**config.mk**
```make
export PLATFORM = sky130hd
export DESIGN_NAME = rob
export DESIGN_NICKNAME = d
export VERILOG_FILES = /design/src/rtl/rob.sv
export SDC_FILE = /design/constraint.sdc
export NUM_CORES = 2
export LEC_CHECK = 0
export CORE_MARGIN = 1.5
export CORE_UTILIZATION = 41
export CTS_CLUSTER_DIAMETER = 30
export CTS_CLUSTER_SIZE = 24
export DETAILED_ROUTE_END_ITERATION = 6
export SLEW_MARGIN = 30
export SYNTH_ARGS = -nofsm -noshare
export SYNTH_HDL_FRONTEND = slang
export SYNTH_SLANG_ARGS = --single-unit
```
**constraint.sdc**
```tcl
create_clock -name clk_in -period 113.6 [get_ports clk_in]
set_input_delay 17.04 -clock clk_in [delete_from_list [all_inputs] [get_ports clk_in]]
set_output_delay 17.04 -clock clk_in [all_outputs]
set_load 0.05 [all_outputs]
```
**src/rtl/rob.sv**
```systemverilog
// Reorder buffer: a circular queue of in-flight instructions. Completions may arrive out of
// order; commits leave in order. Optional entry-query ports are enabled by ROB_QUERY_EN.
`ifndef ROB_DEFS
`define ROB_DEFS
`define InstrIdWidth 6
`define RegIdxWidth 5
`define ROBIdxWidth 4
`define ROBSize 16
`define LUI   6'd1
`define AUIPC 6'd2
`define JAL   6'd3
`define JALR  6'd4
`define BEQ   6'd5
`define BNE   6'd6
`define BLT   6'd7
`define BGE   6'd8
`define BLTU  6'd9
`define BGEU  6'd10
`define LB    6'd11
`define LH    6'd12
`define LW    6'd13
`define LBU   6'd14
`define LHU   6'd15
`define SB    6'd16
`define SH    6'd17
`define SW    6'd18
`define ADDI  6'd19
`define AND   6'd37
`endif

module rob (
    input  logic                     clk_in,
    input  logic                     rst_in,
    input  logic                     rdy_in,
    input  logic                     issue_to_rob_en_in,
    input  logic [`InstrIdWidth-1:0] instr_id_in,
    input  logic [`RegIdxWidth-1:0]  rd_in,
    input  logic [31:0]              pc_in,
    output logic                     rob_empty_out,
    output logic [`ROBIdxWidth-1:0]  rob_head_out,
    output logic [`ROBIdxWidth-1:0]  rob_tail_out,
    input  logic                     alu_en_in,
    input  logic [`ROBIdxWidth-1:0]  alu_idx_in,
    input  logic [31:0]              alu_val_in,
    input  logic                     alu_jump_in,
    input  logic [31:0]              alu_pc_in,
    input  logic                     lsb_en_in,
    input  logic [`ROBIdxWidth-1:0]  lsb_idx_in,
    input  logic [31:0]              lsb_val_in,
    output logic                     commit_reg_en_out,
    output logic [`RegIdxWidth-1:0]  commit_rd_out,
    output logic [31:0]              commit_val_out,
    output logic [`ROBIdxWidth-1:0]  commit_idx_out,
    output logic                     commit_store_en_out,
    output logic [`ROBIdxWidth-1:0]  commit_store_idx_out,
`ifdef ROB_QUERY_EN
    input  logic [`ROBIdxWidth-1:0]  query1_idx_in,
    input  logic [`ROBIdxWidth-1:0]  query2_idx_in,
    output logic                     query1_ready_out,
    output logic [31:0]              query1_val_out,
    output logic                     query2_ready_out,
    output logic [31:0]              query2_val_out,
`endif
    output logic                     clear_out,
    output logic [31:0]              clear_pc_out
);
    localparam int N  = `ROBSize;
    localparam int IW = `ROBIdxWidth;

    logic [IW-1:0]            head_q, head_d, tail_q, tail_d;
    logic                     empty_q, empty_d;
    logic [N-1:0]             busy_q, busy_d, ready_q, ready_d, jump_q, jump_d;
    logic [`InstrIdWidth-1:0] id_q [N];
    logic [`InstrIdWidth-1:0] id_d [N];
    logic [`RegIdxWidth-1:0]  rd_q [N];
    logic [`RegIdxWidth-1:0]  rd_d [N];
    logic [31:0]              val_q [N];
    logic [31:0]              val_d [N];
    logic [31:0]              target_q [N];
    logic [31:0]              target_d [N];

    logic [`InstrIdWidth-1:0] head_id;
    logic                     head_is_store, head_is_branch;
    logic                     commit_fire, reg_commit, full, issue_ok;
    logic [IW-1:0]            head_inc, tail_inc;

    assign head_inc       = head_q + IW'(1);
    assign tail_inc       = tail_q + IW'(1);
    assign full           = !empty_q && (head_q == tail_q);
    assign issue_ok       = rdy_in && issue_to_rob_en_in && !full;
    assign head_id        = id_q[head_q];
    assign head_is_store  = (head_id >= `SB) && (head_id <= `SW);
    assign head_is_branch = (head_id >= `BEQ) && (head_id <= `BGEU);

    // Commit reads only registered ready bits, so a completion is committable a cycle later.
    assign commit_fire = rdy_in && !empty_q && busy_q[head_q] && ready_q[head_q];
    assign reg_commit  = commit_fire && !head_is_store && !head_is_branch && (rd_q[head_q] != '0);

    assign rob_empty_out        = empty_q;
    assign rob_head_out         = head_q;
    assign rob_tail_out         = tail_q;
    assign commit_reg_en_out    = reg_commit;
    assign commit_rd_out        = reg_commit ? rd_q[head_q] : '0;
    assign commit_val_out       = reg_commit ? val_q[head_q] : '0;
    assign commit_idx_out       = reg_commit ? head_q : '0;
    assign commit_store_en_out  = commit_fire && head_is_store;
    assign commit_store_idx_out = (commit_fire && head_is_store) ? head_q : '0;
    assign clear_out            = commit_fire && jump_q[head_q];
    assign clear_pc_out         = (commit_fire && jump_q[head_q]) ? target_q[head_q] : '0;

    always_comb begin
        head_d   = head_q;
        tail_d   = tail_q;
        empty_d  = empty_q;
        busy_d   = busy_q;
        ready_d  = ready_q;
        jump_d   = jump_q;
        id_d     = id_q;
        rd_d     = rd_q;
        val_d    = val_q;
        target_d = target_q;
        if (clear_out) begin
            // A mispredict squashes everything younger, including this cycle's issue/completions.
            busy_d  = '0;
            ready_d = '0;
            jump_d  = '0;
            head_d  = '0;
            tail_d  = '0;
            empty_d = 1'b1;
        end else if (rdy_in) begin
            if (alu_en_in && busy_q[alu_idx_in]) begin
                ready_d[alu_idx_in]  = 1'b1;
                val_d[alu_idx_in]    = alu_val_in;
                jump_d[alu_idx_in]   = alu_jump_in;
                target_d[alu_idx_in] = alu_pc_in;
            end
            if (lsb_en_in && busy_q[lsb_idx_in]) begin
                ready_d[lsb_idx_in] = 1'b1;
                val_d[lsb_idx_in]   = lsb_val_in;
                jump_d[lsb_idx_in]  = 1'b0;
            end
            if (commit_fire) begin
                busy_d[head_q]  = 1'b0;
                ready_d[head_q] = 1'b0;
                head_d          = head_inc;
                if (!issue_ok && (head_inc == tail_q)) empty_d = 1'b1;
            end
            if (issue_ok) begin
                busy_d[tail_q]   = 1'b1;
                ready_d[tail_q]  = 1'b0;
                jump_d[tail_q]   = 1'b0;
                id_d[tail_q]     = instr_id_in;
                rd_d[tail_q]     = rd_in;
                target_d[tail_q] = pc_in;
                tail_d           = tail_inc;
                empty_d          = 1'b0;
            end
        end
    end

    always_ff @(posedge clk_in or posedge rst_in) begin
        if (rst_in) begin
            head_q  <= '0;
            tail_q  <= '0;
            empty_q <= 1'b1;
            busy_q  <= '0;
            ready_q <= '0;
            jump_q  <= '0;
            for (int i = 0; i < N; i++) begin
                id_q[i]     <= '0;
                rd_q[i]     <= '0;
                val_q[i]    <= '0;
                target_q[i] <= '0;
            end
        end else begin
            head_q   <= head_d;
            tail_q   <= tail_d;
            empty_q  <= empty_d;
            busy_q   <= busy_d;
            ready_q  <= ready_d;
            jump_q   <= jump_d;
            id_q     <= id_d;
            rd_q     <= rd_d;
            val_q    <= val_d;
            target_q <= target_d;
        end
    end

`ifdef ROB_QUERY_EN
    // Bypass lets a consumer see a result in the same cycle it is broadcast.
    always_comb begin
        query1_ready_out = ready_q[query1_idx_in];
        query1_val_out   = val_q[query1_idx_in];
        if (lsb_en_in && busy_q[query1_idx_in] && (lsb_idx_in == query1_idx_in)) begin
            query1_ready_out = 1'b1;
            query1_val_out   = lsb_val_in;
        end
        if (alu_en_in && busy_q[query1_idx_in] && (alu_idx_in == query1_idx_in)) begin
            query1_ready_out = 1'b1;
            query1_val_out   = alu_val_in;
        end
    end

    always_comb begin
        query2_ready_out = ready_q[query2_idx_in];
        query2_val_out   = val_q[query2_idx_in];
        if (lsb_en_in && busy_q[query2_idx_in] && (lsb_idx_in == query2_idx_in)) begin
            query2_ready_out = 1'b1;
            query2_val_out   = lsb_val_in;
        end
        if (alu_en_in && busy_q[query2_idx_in] && (alu_idx_in == query2_idx_in)) begin
            query2_ready_out = 1'b1;
            query2_val_out   = alu_val_in;
        end
    end
`endif

endmodule

```
**Word-level counts from Yosys, hierarchy flattened**

Index checks and enable logic that the tools add are counted.

- Register bits after elaboration: 1257
- Input port bits: 154

- $add $sub $neg: 2
- Magnitude comparators: 19
- Equal/unequal tests: 2
- Muxes and demuxes: 98
- Bitwise gates (word level): 16
- Reductions and logical operators: 39

Operators with widths:

| cell | number |
|---|---|
| 2-to-1 mux 512 bit | 8 |
| bitwise mux 512 bit | 4 |
| 2-to-1 mux 16 bit | 27 |
| demux 32 bit (select 4 bit) | 3 |
| 2-to-1 mux 32 bit | 9 |
| binary-select mux 32 bit (select 4 bit) | 2 |
| bitwise mux 96 bit | 1 |
| bitwise AND 16 bit | 5 |
| bitwise mux 80 bit | 1 |
| NOT 16 bit | 3 |
| OR 16 bit | 3 |
| 2-to-1 mux 4 bit | 8 |
| binary-select mux 6 bit (select 4 bit) | 1 |
| demux 6 bit (select 4 bit) | 1 |
| logical AND 1 bit | 23 |
| binary-select mux 1 bit (select 4 bit) | 5 |
| binary-select mux 5 bit (select 4 bit) | 1 |
| demux 5 bit (select 4 bit) | 1 |
| greater-or-equal comparator 5 bit, second input constant | 4 |
| less-than comparator 4 x 5 -> 1 bit, second input constant | 4 |
| 2-to-1 mux 5 bit | 4 |
| NOT 4 -> 5 bit | 4 |
| 2-to-1 mux 6 bit | 3 |
| bitwise mux 16 bit | 1 |
| other kinds (17) | 50 |

**Logic depth before layout (Yosys ltp)**

- Depth in word-level cells: 20
- Gate-level depth with buffers: 13

**Least setup slack after synthesis**

OpenSTA, ideal clock, no wires.

- Path type: input port to output port
- Start: input rdy_in
- End: output commit_store_idx_out[0]
- Data arrival time: 19195 ps
- Path slack: 77365 ps
- Stages on the path: 4
- Cells stage by stage: o311a_1 nand3_1 clkbuf_1 nor4_1

- Cells in the longest elaborated chain, start to end: 5

RTL lines:

| what | line | RTL |
|---|---|---|
| start: declaration | 34 | `input logic rdy_in,` |
| logical AND 1 bit (3 in series) | 96 | `assign commit_fire = rdy_in && !empty_q && busy_q[head_q] && ready_q[head_q];` |
| logical AND 1 bit | 107 | `assign commit_store_idx_out = (commit_fire && head_is_store) ? head_q : '0;` |
| 2-to-1 mux 4 bit | 107 |  |
| end: declaration | 55 | `` output logic [`ROBIdxWidth-1:0] commit_store_idx_out, `` |

Every way passes these cells.

**Worst setup path in the final report**

- Start: input rdy_in
- End: output clear_out

- Cells in the longest elaborated chain, start to end: 4

RTL lines:

| what | line | RTL |
|---|---|---|
| logical AND 1 bit (3 in series) | 96 |  |
| logical AND 1 bit | 108 | `assign clear_out = commit_fire && jump_q[head_q];` |
| end: declaration | 64 | `output logic clear_out,` |

Every way passes these cells.

==> out/metrics.cfg <==
[logic_synthesis]
ys_seq_area_frac=0.479
syn_area_per_cell_um2=11.9
synth_warnings=0
synth_top_area_frac=0.478
ys_types=74
synth.net_count=5698
yosys-top-cells-area=dfrtp_1, mux4_2, o2bb2ai_1
synthArstFlopShare=1.00
synth-seq-cells=1257
synth_edf_count=0
synth_largest_area_cell=dfrtp_1
postSynthCellCount=5536
syn_area_um2=65700
synthFlopType=dfrtp_1

[power]
power.density_nw_per_um2=28.0
ir_worst_vdd_v=0.0000219
leakage_nw=34.3

[critical_path]
critPathMaxStageDelay_ns=0.82
critPathCaptureType=output port
cpMaxStageDelayCell=clkdlybuf4s50_1
r2r_cells=12
worstReg2RegStart=rob_head_out[0]
start_kind=input pin
timing.rr.end=val_q[109]
worstSetupPathType=in2out
arrival_ns=20.76
critPathRequiredTime_ns=96.56
rrSetupSlack_ns=105.13
crit_fanout=50
cp_cell_sequence=clkdlybuf4s50_1 -> buf_4 -> o311a_1 -> and3_2 -> buf_4 -> nand2_4 -> inv_2 -> clkdlybuf4s50_1

[floorplanning]
top_level_ports=243
core_area_um2=159000
die_w_um=403
num_rows=146
die_h_um=403
initial_core_util=0.414
fp.dieArea_um2=163000

[drt]
drt_iter0_markers=8872
routed_wl_mm=278
drtAntennaViolNets=0
vias_per_cell=7.19
num_vias=56500
drt-pass1-iter-count=6
wire_per_inst_um=35.3
drc=0

[worst_hold_path]
min_path_type=reg2reg
hold_path_end=val_q[12]
worstHoldPathCells=1
worstHoldStart=val_q[12]

[sta]
tns_ns=0
slew_violations=0
timing.fmax_mhz=26.5
hold_viol=0
max_slew_margin=0.250
whs_ns=0.480
worst_pin_slew_ns=1.12
fin_crit_sh=0.333
setup_viol=0
rsz0062_at_grt=no
finClkSkew_ns=0.0980
finalCriticalPeriod_ns=37.80

[clocking]
clk_pin_slew_worst_paths_ns=0.04
clockBufferDepth=4
tritoncts=built
root_buffer=clkbuf_16
clock_latency_ns=0.94
numCtsBuffers=329
h-tree-depth=5
cts_sinks=1257
ctsHoldBuffers=0
post_cts_buffers=0
cts_resized=0

[place]
place_area_um2=69900
gp_congestion=0.905
dp_hpwl_mm=144
io_buffers=242

[final_layout]
fillers=13500
drive_above_1_share=0.279
nNetsFinal=5698
syn_to_final_growth_pct=23.6
layout_commonest_cell=dfrtp_1
layout_common_cells=dfrtp_1, mux4_2, clkbuf_16
design_area_um2=81200

[global_routing]
grt-ovfl-total=0
grt_pass1_wl_mm=401
grtUsageTotal=0.334
grt_pass1_vias=56500
grt_start_max_net_pins=164
antenna_found_initial=32

[run]
maxCapViolCount=0

[outcome]
status=finished clean

[logic make-up after synthesis]
logic type               synth area share
AO/OA/AOI/OAI                       0.247
XOR/XNOR                          0.00133
adder cells (fa/ha/maj)           0.00152
buffers and inverters              0.0543
flip-flops                          0.479
multiplexers                        0.163
AND/OR/NAND/NOR                    0.0539
[report_power, final]
part           switching [mW]  total [mW]  internal [mW]
Sequential             0.0988       0.708          0.609
Combinational           0.326       0.628          0.301
Clock                   0.289       0.942          0.653
[per-layer routing]
| metal | track usage | routed length [um] |
|---|---|---|
| met2 | 0.496 | 123000 |
| met3 | 0.110 | 35500 |
| met4 | 0.176 | 14900 |
| met5 | 0 | 295 |
| met1 | 0.434 | 104000 |
[state kept, by name, indices dropped and copies added (netlist names)]
signal,count
rob_tail_out,4
rd_q,80
rob_empty_out,1
busy_q,16
jump_q,16
id_q,96
target_q,512
rob_head_out,4
ready_q,16
val_q,512
[how the worst max path moves through the flow]
| stage | from | end | slack, ns | depth (start not counted) |
|---|---|---|---|---|
| 2_1_floorplan | rst_in | busy_q[0] | 61.14 | 1 |
| 5_1_grt | rdy_in | clear_out | 75.71 | 8 |
| 3_5_place_dp | rdy_in | clear_out | 75.94 | 8 |
| 3_3_place_gp | rdy_in | clear_out | 75.91 | 8 |
| 6_report | rdy_in | clear_out | 75.80 | 8 |
| 4_1_cts | rdy_in | clear_out | 75.92 | 8 |
[synth_stat cells (12+ instances only)]
cell type	instances
clkbuf_1	481
dfrtp_1	1256
a211oi_1	40
a41oi_1	23
a221oi_1	85
buf_1	52
and3_1	62
a22oi_1	325
nand2_1	123
or3_1	70
buf_2	192
buf_4	12
nand3_1	79
o2bb2ai_1	324
a21o_1	182
o22ai_1	275
a211o_1	12
inv_1	127
a221o_1	16
nand2b_1	14
o21ai_0	126
mux4_2	386
nor2_1	292
nor3_1	62
a21oi_1	170
a22o_1	12
o221a_2	222
and2_1	15
mux2_2	171
a2bb2oi_1	202
[stage by stage]
| stage | utilization | power, mW | instances | worst slack, ns |
|---|---|---|---|---|
| 2_1_floorplan | - | 1.13 | 5536 | 61.14 |
| 3_3_place_gp | 0.437 | 1.30 | 7256 | 75.91 |
| 3_5_place_dp | 0.440 | 1.32 | 7274 | 75.94 |
| 4_1_cts | 0.511 | 2.26 | 7847 | 75.92 |
| 5_1_grt | 0.511 | 2.35 | 7861 | 75.71 |
| 6_report | 0.512 | 2.28 | 7867 | 75.80 |
[worst max-delay path, delay by kind of cell]
kind	cells	cell delay [ns]
simple gates	2	0.79
compound gates	1	0.35
buf+inv	5	2.47
[final cells by class]
| type | instances | area, um2 | area share |
|---|---|---|---|
| tap | 2072 | 2590 | 0.0319 |
| sequential | 1257 | 31500 | 0.388 |
| inverter | 128 | 494 | 0.00609 |
| clock inverter | 150 | 1900 | 0.0234 |
| antenna | 17 | 42.5 | 0.000524 |
| timing repair buffer | 410 | 4090 | 0.0504 |
| multi-input combinational | 3410 | 31400 | 0.386 |
| clock buffer | 423 | 9260 | 0.114 |
(Power assumes the default switching activity.)
